**config.mk**
```make
export PLATFORM = sky130hd
export DESIGN_NAME = dcache_wport_arbiter_flat
export DESIGN_NICKNAME = d
export VERILOG_FILES = /design/src/rtl/dcache_pkg.sv /design/src/rtl/dcache_wport_arbiter_if.sv /design/src/rtl/dcache_flush_walker.sv /design/src/rtl/dcache_wport_arbiter.sv /design/src/flat_wrapper.sv
export SDC_FILE = /design/constraint.sdc
export NUM_CORES = 1
export LEC_CHECK = 0
export CAP_MARGIN = 5
export CORE_AREA = 8 8 202 204
export CTS_CLUSTER_SIZE = 8
export DETAILED_ROUTE_END_ITERATION = 10
export DIE_AREA = 0 0 210 212
export GPL_TIMING_DRIVEN = 0
export PLACE_DENSITY = 0.62
export SETUP_SLACK_MARGIN = 0.4
export SYNTH_ARGS = -nofsm -noshare
export SYNTH_HDL_FRONTEND = slang
export SYNTH_SLANG_ARGS = --single-unit
```
**constraint.sdc**
```tcl
create_clock -name clock -period 2.6 [get_ports clock]
set_clock_uncertainty 0.15 [all_clocks]
set_input_delay 0.26 -clock clock [delete_from_list [all_inputs] [get_ports clock]]
set_output_delay 0.26 -clock clock [all_outputs]
set_load 0.02 [all_outputs]
```
**src/rtl/dcache_pkg.sv**
```systemverilog
// dcache_pkg: shared widths, write-port source tags and arbiter FSM states.
package dcache_pkg;
    localparam int SASS_ADDR = 64;
    localparam int SASS_DATA = 64;
    typedef enum logic [2:0] {SRC_NONE, SRC_WB, SRC_FILL, SRC_ST, SRC_FLUSH} wport_src_e;
    typedef enum logic [1:0] {RUN, FLUSH, DRAIN, HALT} state_e;
endpackage

```
**src/rtl/dcache_wport_arbiter_if.sv**
```systemverilog
// dcache_wport_arbiter_if: requester handshakes, MSHR status and the registered cache write port.
interface dcache_wport_arbiter_if;
    import dcache_pkg::*;
    logic                 wb_valid, wb_dirty, wb_ready;
    logic [SASS_ADDR-1:0] wb_addr;
    logic [SASS_DATA-1:0] wb_data;
    logic                 fill_valid, fill_dirty, fill_ready;
    logic [SASS_ADDR-1:0] fill_addr;
    logic [SASS_DATA-1:0] fill_data;
    logic                 sq_valid, sq_ready;
    logic [SASS_ADDR-1:0] sq_addr;
    logic [SASS_DATA-1:0] sq_data;
    logic                 flush_req, mshr_valid, mshr_empty;
    logic                 wr_en, wr_dirty, wr_valid;
    logic [SASS_ADDR-1:0] wr_addr;
    logic [SASS_DATA-1:0] wr_data;
    wport_src_e           grant_src;
    logic                 flush_busy, halt_pipeline;
    modport slave (
        input  wb_valid, wb_addr, wb_data, wb_dirty,
        input  fill_valid, fill_addr, fill_data, fill_dirty,
        input  sq_valid, sq_addr, sq_data,
        input  flush_req, mshr_valid, mshr_empty,
        output wb_ready, fill_ready, sq_ready,
        output wr_en, wr_addr, wr_data, wr_dirty, wr_valid, grant_src, flush_busy, halt_pipeline
    );
    modport master (
        output wb_valid, wb_addr, wb_data, wb_dirty,
        output fill_valid, fill_addr, fill_data, fill_dirty,
        output sq_valid, sq_addr, sq_data,
        output flush_req, mshr_valid, mshr_empty,
        input  wb_ready, fill_ready, sq_ready,
        input  wr_en, wr_addr, wr_data, wr_dirty, wr_valid, grant_src, flush_busy, halt_pipeline
    );
endinterface

```
**src/rtl/dcache_flush_walker.sv**
```systemverilog
// dcache_flush_walker: line counter for the flush sequence; stops at the last line instead of wrapping.
module dcache_flush_walker #(
    parameter int NUM_LINES = 32,
    parameter int IW = (NUM_LINES > 1) ? $clog2(NUM_LINES) : 1
) (
    input  logic          clock,
    input  logic          reset,
    input  logic          en,
    output logic [IW-1:0] line_idx,
    output logic          last
);
    assign last = line_idx == IW'(NUM_LINES - 1);
    always_ff @(posedge clock) begin
        if (!reset) line_idx <= '0;
        else if (en && !last) line_idx <= line_idx + IW'(1);
    end
endmodule

```
**src/rtl/dcache_wport_arbiter.sv**
```systemverilog
// dcache_wport_arbiter: arbitrates write-back, fill and store writes onto one registered cache write port,
// then walks every line on flush, drains the MSHR and halts the pipeline.
module dcache_wport_arbiter
    import dcache_pkg::*;
#(
    parameter int NUM_LINES    = 32,
    parameter int STARVE_LIMIT = 4
) (
    input logic              clock,
    input logic              reset,
    dcache_wport_arbiter_if.slave bus
);
    localparam int IW = (NUM_LINES > 1) ? $clog2(NUM_LINES) : 1;
    localparam int SW = $clog2(STARVE_LIMIT + 1);
    state_e        state;
    logic [SW-1:0] starve_cnt;
    logic [IW-1:0] line_idx;
    logic          last, wb_ok, fill_ok, sq_pri, wb_g, fill_g, sq_g, walk;
    // A starved store in RUN overrides the write-back/fill priority.
    assign wb_ok   = bus.wb_valid && bus.mshr_valid && state != HALT;
    assign fill_ok = bus.fill_valid && bus.mshr_valid && state != HALT;
    assign sq_pri  = state == RUN && bus.sq_valid && starve_cnt == SW'(STARVE_LIMIT);
    assign wb_g    = wb_ok && !sq_pri;
    assign fill_g  = fill_ok && !wb_ok && !sq_pri;
    assign sq_g    = state == RUN && bus.sq_valid && !wb_g && !fill_g;
    assign walk    = state == FLUSH && bus.mshr_valid && !wb_ok && !fill_ok;
    assign bus.wb_ready   = wb_g;
    assign bus.fill_ready = fill_g;
    assign bus.sq_ready   = sq_g;
    dcache_flush_walker #(.NUM_LINES(NUM_LINES)) u_walker (
        .clock(clock), .reset(reset), .en(walk), .line_idx(line_idx), .last(last)
    );
    always_ff @(posedge clock) begin
        if (!reset) begin
            state             <= RUN;
            starve_cnt        <= '0;
            bus.wr_en         <= 1'b0;
            bus.wr_addr       <= '0;
            bus.wr_data       <= '0;
            bus.wr_dirty      <= 1'b0;
            bus.wr_valid      <= 1'b0;
            bus.grant_src     <= SRC_NONE;
            bus.flush_busy    <= 1'b0;
            bus.halt_pipeline <= 1'b0;
        end else begin
            starve_cnt    <= sq_g ? '0 : (bus.sq_valid && starve_cnt != SW'(STARVE_LIMIT)) ? starve_cnt + SW'(1) : starve_cnt;
            bus.wr_en     <= wb_g || fill_g || sq_g || walk;
            bus.wr_valid  <= wb_g || fill_g || sq_g;
            bus.wr_dirty  <= wb_g ? bus.wb_dirty : fill_g ? bus.fill_dirty : sq_g;
            bus.grant_src <= wb_g ? SRC_WB : fill_g ? SRC_FILL : sq_g ? SRC_ST : walk ? SRC_FLUSH : SRC_NONE;
            bus.wr_addr   <= wb_g ? bus.wb_addr : fill_g ? bus.fill_addr : sq_g ? bus.sq_addr :
                             walk ? SASS_ADDR'({line_idx, 3'b000}) : bus.wr_addr;
            bus.wr_data   <= wb_g ? bus.wb_data : fill_g ? bus.fill_data : sq_g ? bus.sq_data :
                             walk ? '0 : bus.wr_data;
            case (state)
                RUN: if (bus.flush_req) begin
                    state          <= FLUSH;
                    bus.flush_busy <= 1'b1;
                end
                FLUSH: if (walk && last) state <= DRAIN;
                DRAIN: if (bus.mshr_empty && !wb_g && !fill_g) begin
                    state             <= HALT;
                    bus.flush_busy    <= 1'b0;
                    bus.halt_pipeline <= 1'b1;
                end
                default: ;
            endcase
        end
    end
endmodule

```
**src/flat_wrapper.sv**
```systemverilog
// flat-port wrapper written by rule: the top's interface ports become plain ports
module dcache_wport_arbiter_flat import dcache_pkg::*;
#(
    parameter int NUM_LINES    = 32,
    parameter int STARVE_LIMIT = 4
)
  (clock, reset, bus_wb_valid, bus_wb_addr, bus_wb_data, bus_wb_dirty, bus_fill_valid, bus_fill_addr, bus_fill_data, bus_fill_dirty, bus_sq_valid, bus_sq_addr, bus_sq_data, bus_flush_req, bus_mshr_valid, bus_mshr_empty, bus_wb_ready, bus_fill_ready, bus_sq_ready, bus_wr_en, bus_wr_addr, bus_wr_data, bus_wr_dirty, bus_wr_valid, bus_grant_src, bus_flush_busy, bus_halt_pipeline);
  dcache_wport_arbiter_if bus_i ();
  input logic clock;
  input logic reset;
  input wire logic [$bits(bus_i.wb_valid)-1:0] bus_wb_valid;
  input wire logic [$bits(bus_i.wb_addr)-1:0] bus_wb_addr;
  input wire logic [$bits(bus_i.wb_data)-1:0] bus_wb_data;
  input wire logic [$bits(bus_i.wb_dirty)-1:0] bus_wb_dirty;
  input wire logic [$bits(bus_i.fill_valid)-1:0] bus_fill_valid;
  input wire logic [$bits(bus_i.fill_addr)-1:0] bus_fill_addr;
  input wire logic [$bits(bus_i.fill_data)-1:0] bus_fill_data;
  input wire logic [$bits(bus_i.fill_dirty)-1:0] bus_fill_dirty;
  input wire logic [$bits(bus_i.sq_valid)-1:0] bus_sq_valid;
  input wire logic [$bits(bus_i.sq_addr)-1:0] bus_sq_addr;
  input wire logic [$bits(bus_i.sq_data)-1:0] bus_sq_data;
  input wire logic [$bits(bus_i.flush_req)-1:0] bus_flush_req;
  input wire logic [$bits(bus_i.mshr_valid)-1:0] bus_mshr_valid;
  input wire logic [$bits(bus_i.mshr_empty)-1:0] bus_mshr_empty;
  output wire logic [$bits(bus_i.wb_ready)-1:0] bus_wb_ready;
  output wire logic [$bits(bus_i.fill_ready)-1:0] bus_fill_ready;
  output wire logic [$bits(bus_i.sq_ready)-1:0] bus_sq_ready;
  output wire logic [$bits(bus_i.wr_en)-1:0] bus_wr_en;
  output wire logic [$bits(bus_i.wr_addr)-1:0] bus_wr_addr;
  output wire logic [$bits(bus_i.wr_data)-1:0] bus_wr_data;
  output wire logic [$bits(bus_i.wr_dirty)-1:0] bus_wr_dirty;
  output wire logic [$bits(bus_i.wr_valid)-1:0] bus_wr_valid;
  output wire logic [$bits(bus_i.grant_src)-1:0] bus_grant_src;
  output wire logic [$bits(bus_i.flush_busy)-1:0] bus_flush_busy;
  output wire logic [$bits(bus_i.halt_pipeline)-1:0] bus_halt_pipeline;
  assign bus_i.wb_valid = bus_wb_valid;
  assign bus_i.wb_addr = bus_wb_addr;
  assign bus_i.wb_data = bus_wb_data;
  assign bus_i.wb_dirty = bus_wb_dirty;
  assign bus_i.fill_valid = bus_fill_valid;
  assign bus_i.fill_addr = bus_fill_addr;
  assign bus_i.fill_data = bus_fill_data;
  assign bus_i.fill_dirty = bus_fill_dirty;
  assign bus_i.sq_valid = bus_sq_valid;
  assign bus_i.sq_addr = bus_sq_addr;
  assign bus_i.sq_data = bus_sq_data;
  assign bus_i.flush_req = bus_flush_req;
  assign bus_i.mshr_valid = bus_mshr_valid;
  assign bus_i.mshr_empty = bus_mshr_empty;
  assign bus_wb_ready = bus_i.wb_ready;
  assign bus_fill_ready = bus_i.fill_ready;
  assign bus_sq_ready = bus_i.sq_ready;
  assign bus_wr_en = bus_i.wr_en;
  assign bus_wr_addr = bus_i.wr_addr;
  assign bus_wr_data = bus_i.wr_data;
  assign bus_wr_dirty = bus_i.wr_dirty;
  assign bus_wr_valid = bus_i.wr_valid;
  assign bus_grant_src = bus_i.grant_src;
  assign bus_flush_busy = bus_i.flush_busy;
  assign bus_halt_pipeline = bus_i.halt_pipeline;
  dcache_wport_arbiter #(.NUM_LINES(NUM_LINES), .STARVE_LIMIT(STARVE_LIMIT)) u_core (.clock(clock), .reset(reset), .bus(bus_i));
endmodule
```
==> run summary <==
Max_slew headroom - 41.4%
Sink Count - 146
Layout cells sized above 1 - 11.9%
Nets - 1972
Required time of the critical path - 2190 ps
TritonRoute pass-1 iters - 6
Final Worst Setup Slack - 319 ps
Critical Path Stages - 6
Avg Vias per Cell - 4.82
Count of state elements after synthesis - 146
Unrepaired setup endpoints after global routing - true
Routability cong. - 0.943
Ys async rst share - 0%
Final WL - 47100 microns
Slowest stage delay, CP - 350 ps
Pre-CTS setup slack - -862 ps
NetSw - 3.92 mW
Register share of total power - 27.2%
Area growth, synth to finish - 93.0%
Synth cell types - 44
Internal power - 6.87 mW
Minimum clock period - 2280 ps
Top Family by Delay on Critical Path - buffers and inverters
Htree depth - 4
TritonCTS clock tree - yes
Crit path buf inv count - 3
Top Usage Layer GRT - met2
Number of global-route vias before repair - 10300
Crit path DAT - 1870 ps
Worst path cell trace - ha_1 > nor2b_1 > buf_4 > a31oi_4 > buf_6 > buf_2
DRC - 0
Worst Hold Class - input port to flip-flop
Avg Inst Size Synth - 7.91 sq um
Prevailing post-synth register cell - dfxtp_1
Cell area after synthesis - 7870 sq um
Routing usage on met3 - 6.34%
Initial antenna violation count - 2
Crit Reg-Reg Startpoint - u_core.state[0]
Final Cell Area - 15200 sq um
Gr ovfl total - 0
Rows - 72
Worst vdd ir - 460 uV
Vert. Die Dim - 212 microns
Fill count - 3842
Clock share of power - 25.5%
Core Footprint - 37900 sq um
CTS Buf Count - 17
Fmax - 438 MHz
WL per Instance - 22.4 microns
Final Util - 40.1%
DIE AREA - 44500 sq um
Skew-Pair Late Insertion Delay - 430 ps
Post-synthesis cell count - 995
Cell with the most instances after synthesis - dfxtp_1
Top-area cell type share of the netlist area - 37.1%
Crit path kind - flip-flop to output pin
Commonest cells post-synth - dfxtp_1, nand2_1, nor2_1, a21oi_1, a2bb2oi_1
WHS - 155 ps
R2r worst-path depth - 10
Yosys warnings - 0
Top cells by area in the synthesized netlist - dfxtp_1, a2bb2oi_1, o31ai_1, a21oi_1, nand2_1
Sw Share - 36.3%
Met2 Use GR - 33.8%
CTS clk-pin slew, worst paths - 60 ps
Synthesized net count - 1397
Outcome - finished, final reports clean
Worst R2R Setup Slack - 330 ps
Post-synth EDFFs - 0
Slew Viols, Final - 0
Total Routing Usage GR - 19.8%
Final Hold Fails - 0
Pwr per Cell Area - 710 nW/um^2
Initial Util - 20.8%
Bufs on Longest Clock Path - 2
Global-route wire length before repair - 66400 microns
Clock Root Buffer - clkbuf_16
Pleak - 5.72 nW
Ports - 533
Largest net degree at the start of global routing - 17
Post-DP HPWL - 36300 microns
CP Launch Type - flip-flop
Die width - 210 microns
CP Capture Type - output pin
Crit-path max FO - 7
Reg2reg end - u_core.bus.wr_addr[59]
PortBufs - 530
Max_cap viols - 0
Final Cycle Share - 87.7%
Via Count - 10100
Final setup fails - 0
Post-synth top area cell - dfxtp_1
Worst-margin pin slew - 879 ps
Post-place instance area - 13800 sq um
ANT nets after route - 0
Iter 0 DRT Violations - 713
Crit path to - bus_sq_ready
Crit. Startpoint - u_core.state[0]
Met1 global-route usage - 22.9%
Register area share after synthesis - 37.1%
Combinational share of power - 47.3%
Slowest cell on the critical path - dfxtp_2
what timing repair did:
item | CTS | global route
resized for setup | 115 | 100
pin swaps | 6 | 23
setup buffers | 15 | 7
endpoints found under the setup margin | 134 | 131
cloned | 2 | 2
hold buffers | 0 | 0
state kept, by name, summed over array words and instances, names as in the netlist, 2 cells and up:
signal and flops:
u_core.starve_cnt 3, u_core.bus.grant_src 3, u_core.u_walker.line_idx 5, u_core.bus.wr_addr 64, u_core.bus.wr_data 64, u_core.state 2
cell type report:
class,count,area (sq um),area share (%)
timing repair buffer,556,5580,36.7
multi-input combinational,731,4600,30.3
sequential,146,2930,19.3
buffer,108,751,4.94
tap,518,648,4.27
clock buffer,23,478,3.15
clock inverter,9,153,1.00
inverter,10,50.0,0.329
antenna,1,2.50,0.0165
kinds of logic (layout without fill, tap and decap cells):
kind of cell             count (synthesis)  count (layout)  share of synthesized area, %
AO/OA/AOI/OAI                          408             408                          38.0
AND/OR/NAND/NOR                        306             306                          16.0
flip-flops                             146             146                          37.1
buffers and inverters                  118             706                          6.50
adder cells (fa/ha/maj)                  8               8                          1.27
XOR/XNOR                                 5               5                         0.556
multiplexers                             4               4                         0.509
other                                    0               1                             0
layout by cell type, fill, tap and decap left out, types with 4 or more instances in the layout:
| cell type | count |
|---|---|
| o31ai_1 | 110 |
| clkbuf_1 | 28 |
| clkdlybuf4s50_1 | 527 |
| buf_2 | 14 |
| bufinv_16 | 4 |
| buf_8 | 5 |
| a211o_1 | 5 |
| xnor2_1 | 4 |
| inv_1 | 7 |
| buf_12 | 7 |
| clkbuf_8 | 4 |
| nor2_2 | 8 |
| and3_1 | 6 |
| buf_4 | 42 |
| dfxtp_1 | 143 |
| nor3b_1 | 5 |
| a221oi_1 | 5 |
| nand2_1 | 134 |
| mux2i_1 | 4 |
| clkbuf_4 | 14 |
| o31ai_2 | 13 |
| ha_1 | 7 |
| clkbuf_2 | 15 |
| nand4b_1 | 5 |
| buf_6 | 10 |
| a2bb2oi_1 | 114 |
| nor2_1 | 126 |
| a21oi_1 | 132 |
| o41ai_1 | 4 |
| a2bb2oi_2 | 9 |
| clkbuf_16 | 19 |
metrics by stage:
| stage | setup TNS [ps] | power, mW | cells |
|---|---|---|---|
| 2_1_floorplan | 0 | 5.22 | 995 |
| 5_1_grt | 0 | 11.3 | 2102 |
| 3_5_place_dp | -87970 | 7.52 | 2043 |
| 3_3_place_gp | -93940 | 7.48 | 2043 |
| 4_1_cts | 0 | 10.6 | 2092 |
| 6_report | 0 | 10.8 | 2102 |
power by group through the flow:
stage	sequential (mW)	clock, mW	combinational [mW]
after global routing	2.99	2.89	5.41
after detailed placement	2.97	0	4.55
after global placement	2.95	0	4.53
final	2.93	2.75	5.10
after CTS	2.93	2.82	4.88
after floorplan	3.47	0	1.74
worst min path at each step:
| stage | startpoint | endpoint | cells past startpoint |
|---|---|---|---|
| 5_1_grt | reset | u_core.bus.grant_src[1] | 2 |
| 2_1_floorplan | bus_flush_req | u_core.bus.flush_busy | 2 |
| 6_report | reset | u_core.bus.grant_src[1] | 2 |
| 4_1_cts | reset | u_core.bus.grant_src[1] | 2 |
| 3_5_place_dp | u_core.bus.wr_addr[54] | u_core.bus.wr_addr[54] | 2 |
| 3_3_place_gp | u_core.bus.wr_addr[54] | u_core.bus.wr_addr[54] | 2 |
layer usage:
metal	vias up	routed length, microns
met3	72	3770
met4	2	1400
li1	4804	-
met1	4763	19200
met5	-	13
met2	501	22700
Note: power is estimated with default switching activity, not from simulation.
==> variant (same flow settings) <==
The 4 states of `state_e` get a Gray code encoding in 2 bits.
--- a/src/rtl/dcache_pkg.sv
+++ b/src/rtl/dcache_pkg.sv
@@ -3,6 +3,6 @@
     localparam int SASS_ADDR = 64;
     localparam int SASS_DATA = 64;
     typedef enum logic [2:0] {SRC_NONE, SRC_WB, SRC_FILL, SRC_ST, SRC_FLUSH} wport_src_e;
-    typedef enum logic [1:0] {RUN, FLUSH, DRAIN, HALT} state_e;
+    typedef enum logic [1:0] {RUN = 2'b00, FLUSH = 2'b01, DRAIN = 2'b11, HALT = 2'b10} state_e;
 endpackage
 
Formal check against the unedited RTL: same outputs for any inputs over 4 cycles, from zero or initial values and one cycle with reset low; so few cycles prove little.
==> variant against the original RTL <==
Final cell count is 7.8% higher; sequential cell count stayed put; worst setup slack better by 0.0038 ns; wire length is 19% higher; first-iteration DRC count is 38% higher; area after synthesis is 7.7% higher; cell area is 7.6% higher; critical path type is now reg -> reg.
Power is not compared: it rests on default switching activity, and its combinational part moved more than twofold at a synthesized area within 25%.
==> variant: results (changes against the original RTL) <==
| Metric | Value |
|---|---|
| Routed length per placed instance | 24.7 um (+10%) |
| Synth Warn # | 0 (unchanged) |
| M1 GR Usage | 27.6% (+4.7 points) |
| Syn_nets | 1544 (+11%) |
| 1st-iter DRT viols | 985 (+38%) |
| Clock Latency Late Sink | 0.45 ns (+0.02 ns) |
| Detail Placement HPWL | 42100 um (+16%) |
| Avg Vias per Cell | 5.27 (+9.2%) |
| GRT met3 Usage | 6.01% (-0.32 points) |
| Initial antenna violation count | 1 (-1) |
| Synth Register Bits | 146 (unchanged) |
| Crit path max-delay cell type | or3b_1 |
| CP max FO | 8 (+1) |
| Number of global-route vias before repair | 11.9k (+15%) |
| Commonest cells post-synth | nand2_1, dfxtp_1, nor3_1 |
| Critical Path AT | 2.46 ns (+0.59 ns) |
| Layout fillers | 3831 (-0.29%) |
| CTS HTree Levels | 4 (unchanged) |
| Place WS | -1.33 ns (-0.466 ns) |
| Top Registers | u_core.bus.wr_addr (64), u_core.bus.wr_data (64), u_core.u_walker.line_idx (5) |
| Status | complete, no violations |
| Cells after Synth | 1146 (+15%) |
| Final Core Density | 43.1% (+3.0 points) |
| Number of buffers created by CTS | 17 (unchanged) |
| Met2 Routed Length | 27000 um (+19%) |
| Met1 WL | 22300 um (+16%) |
| Top layer reached by signal wires | met4 |
| TritonRoute pass-1 iters | 6 (unchanged) |
| Synth unique cells | 45 (+2.3%) |
| Setup bufs post-CTS | 20 (+5) |
| Largest net degree at the start of global routing | 17 (unchanged) |
| Met2 usage | 39.3% (+5.5 points) |
| Port bufs | 531 (+0.19%) |
| Tot GR Track Use | 23.2% (+3.4 points) |
| Cell family with the largest share of critical-path delay | buffers and inverters |
| First-pass GRT wire length | 77700 um (+17%) |
| Fin cells | 2266 (+7.8%) |
| Top post-synthesis cells by area | dfxtp_1, a32o_1, nand2_1, nor4_1, nor3_1 |
| Post-cts sizing count | 157 (+37%) |
| Placed Area | 14400 um2 (+4.5%) |
| Slowest stage delay, CP | 0.36 ns |
| Layout cell share with drive strength beyond 1 | 14.7% (+2.8 points) |
| Gpl congestion | 0.925 (-1.9%) |
| Sequential share of the synthesized area | 34.5% (-2.7 points) |
| Nets | 2133 (+8.2%) |
| Tightest Pin Transition | 0.849 ns (-0.0293 ns) |
| FFs w/ async S/R, synth | 0% (unchanged) |
| Routed wl met3 | 4500 um (+19%) |
| Placed cells | 2195 (+7.4%) |
-- variant: logic make-up (layout without fill, tap and decap cells) --
kind of cell / Yosys count / in the layout / synth area share, %
AND/OR/NAND/NOR: 553 / 553 / 30.9
multiplexers: 2 / 2 / 0.236
XOR/XNOR: 5 / 5 / 0.516
buffers and inverters: 152 / 753 / 7.85
adder cells (fa/ha/maj): 4 / 4 / 0.590
other: 0 / 1 / 0
flip-flops: 146 / 146 / 34.5
AO/OA/AOI/OAI: 284 / 284 / 25.5
-- variant: layout make-up --
class	count	share of cell area [%]
clock buffer	18	2.63
multi-input combinational	848	32.1
timing repair buffer	570	36.0
buffer	146	5.90
clock inverter	13	1.28
tap	518	3.97
sequential	146	17.9
inverter	6	0.138
antenna	1	0.0153
-- variant: worst paths after layout --
kind,from,endpoint,slack (ns),cells after the start
max,u_core.state[0]$_SDFFE_PN0P_,u_core.bus.wr_addr[31]$_SDFFE_PN0P_,0.32,9
min,bus_mshr_valid,u_core.bus.grant_src[2]$_SDFF_PP0_,0.18,3
max reg2reg,u_core.state[0]$_SDFFE_PN0P_,u_core.bus.wr_addr[31]$_SDFFE_PN0P_,0.32,9
min reg2reg,u_core.bus.wr_data[51]$_SDFFE_PN0P_,u_core.bus.wr_data[51]$_SDFFE_PN0P_,0.31,1
-- variant: worst register-to-register path: cells and delay by family (launching register included) --
family / cells / cell delay (ns)
compound gates: 2 / 0.47
buf+inv: 5 / 0.81
flops: 1 / 0.32
simple gates: 2 / 0.41
-- variant: power by group --
part           leakage (uW)  switching (uW)  internal [uW]
Sequential          0.00121             112           2440
Combinational       0.00457            1150           1320
Clock              0.000303            1110           1700
Total               0.00609            2380           5470
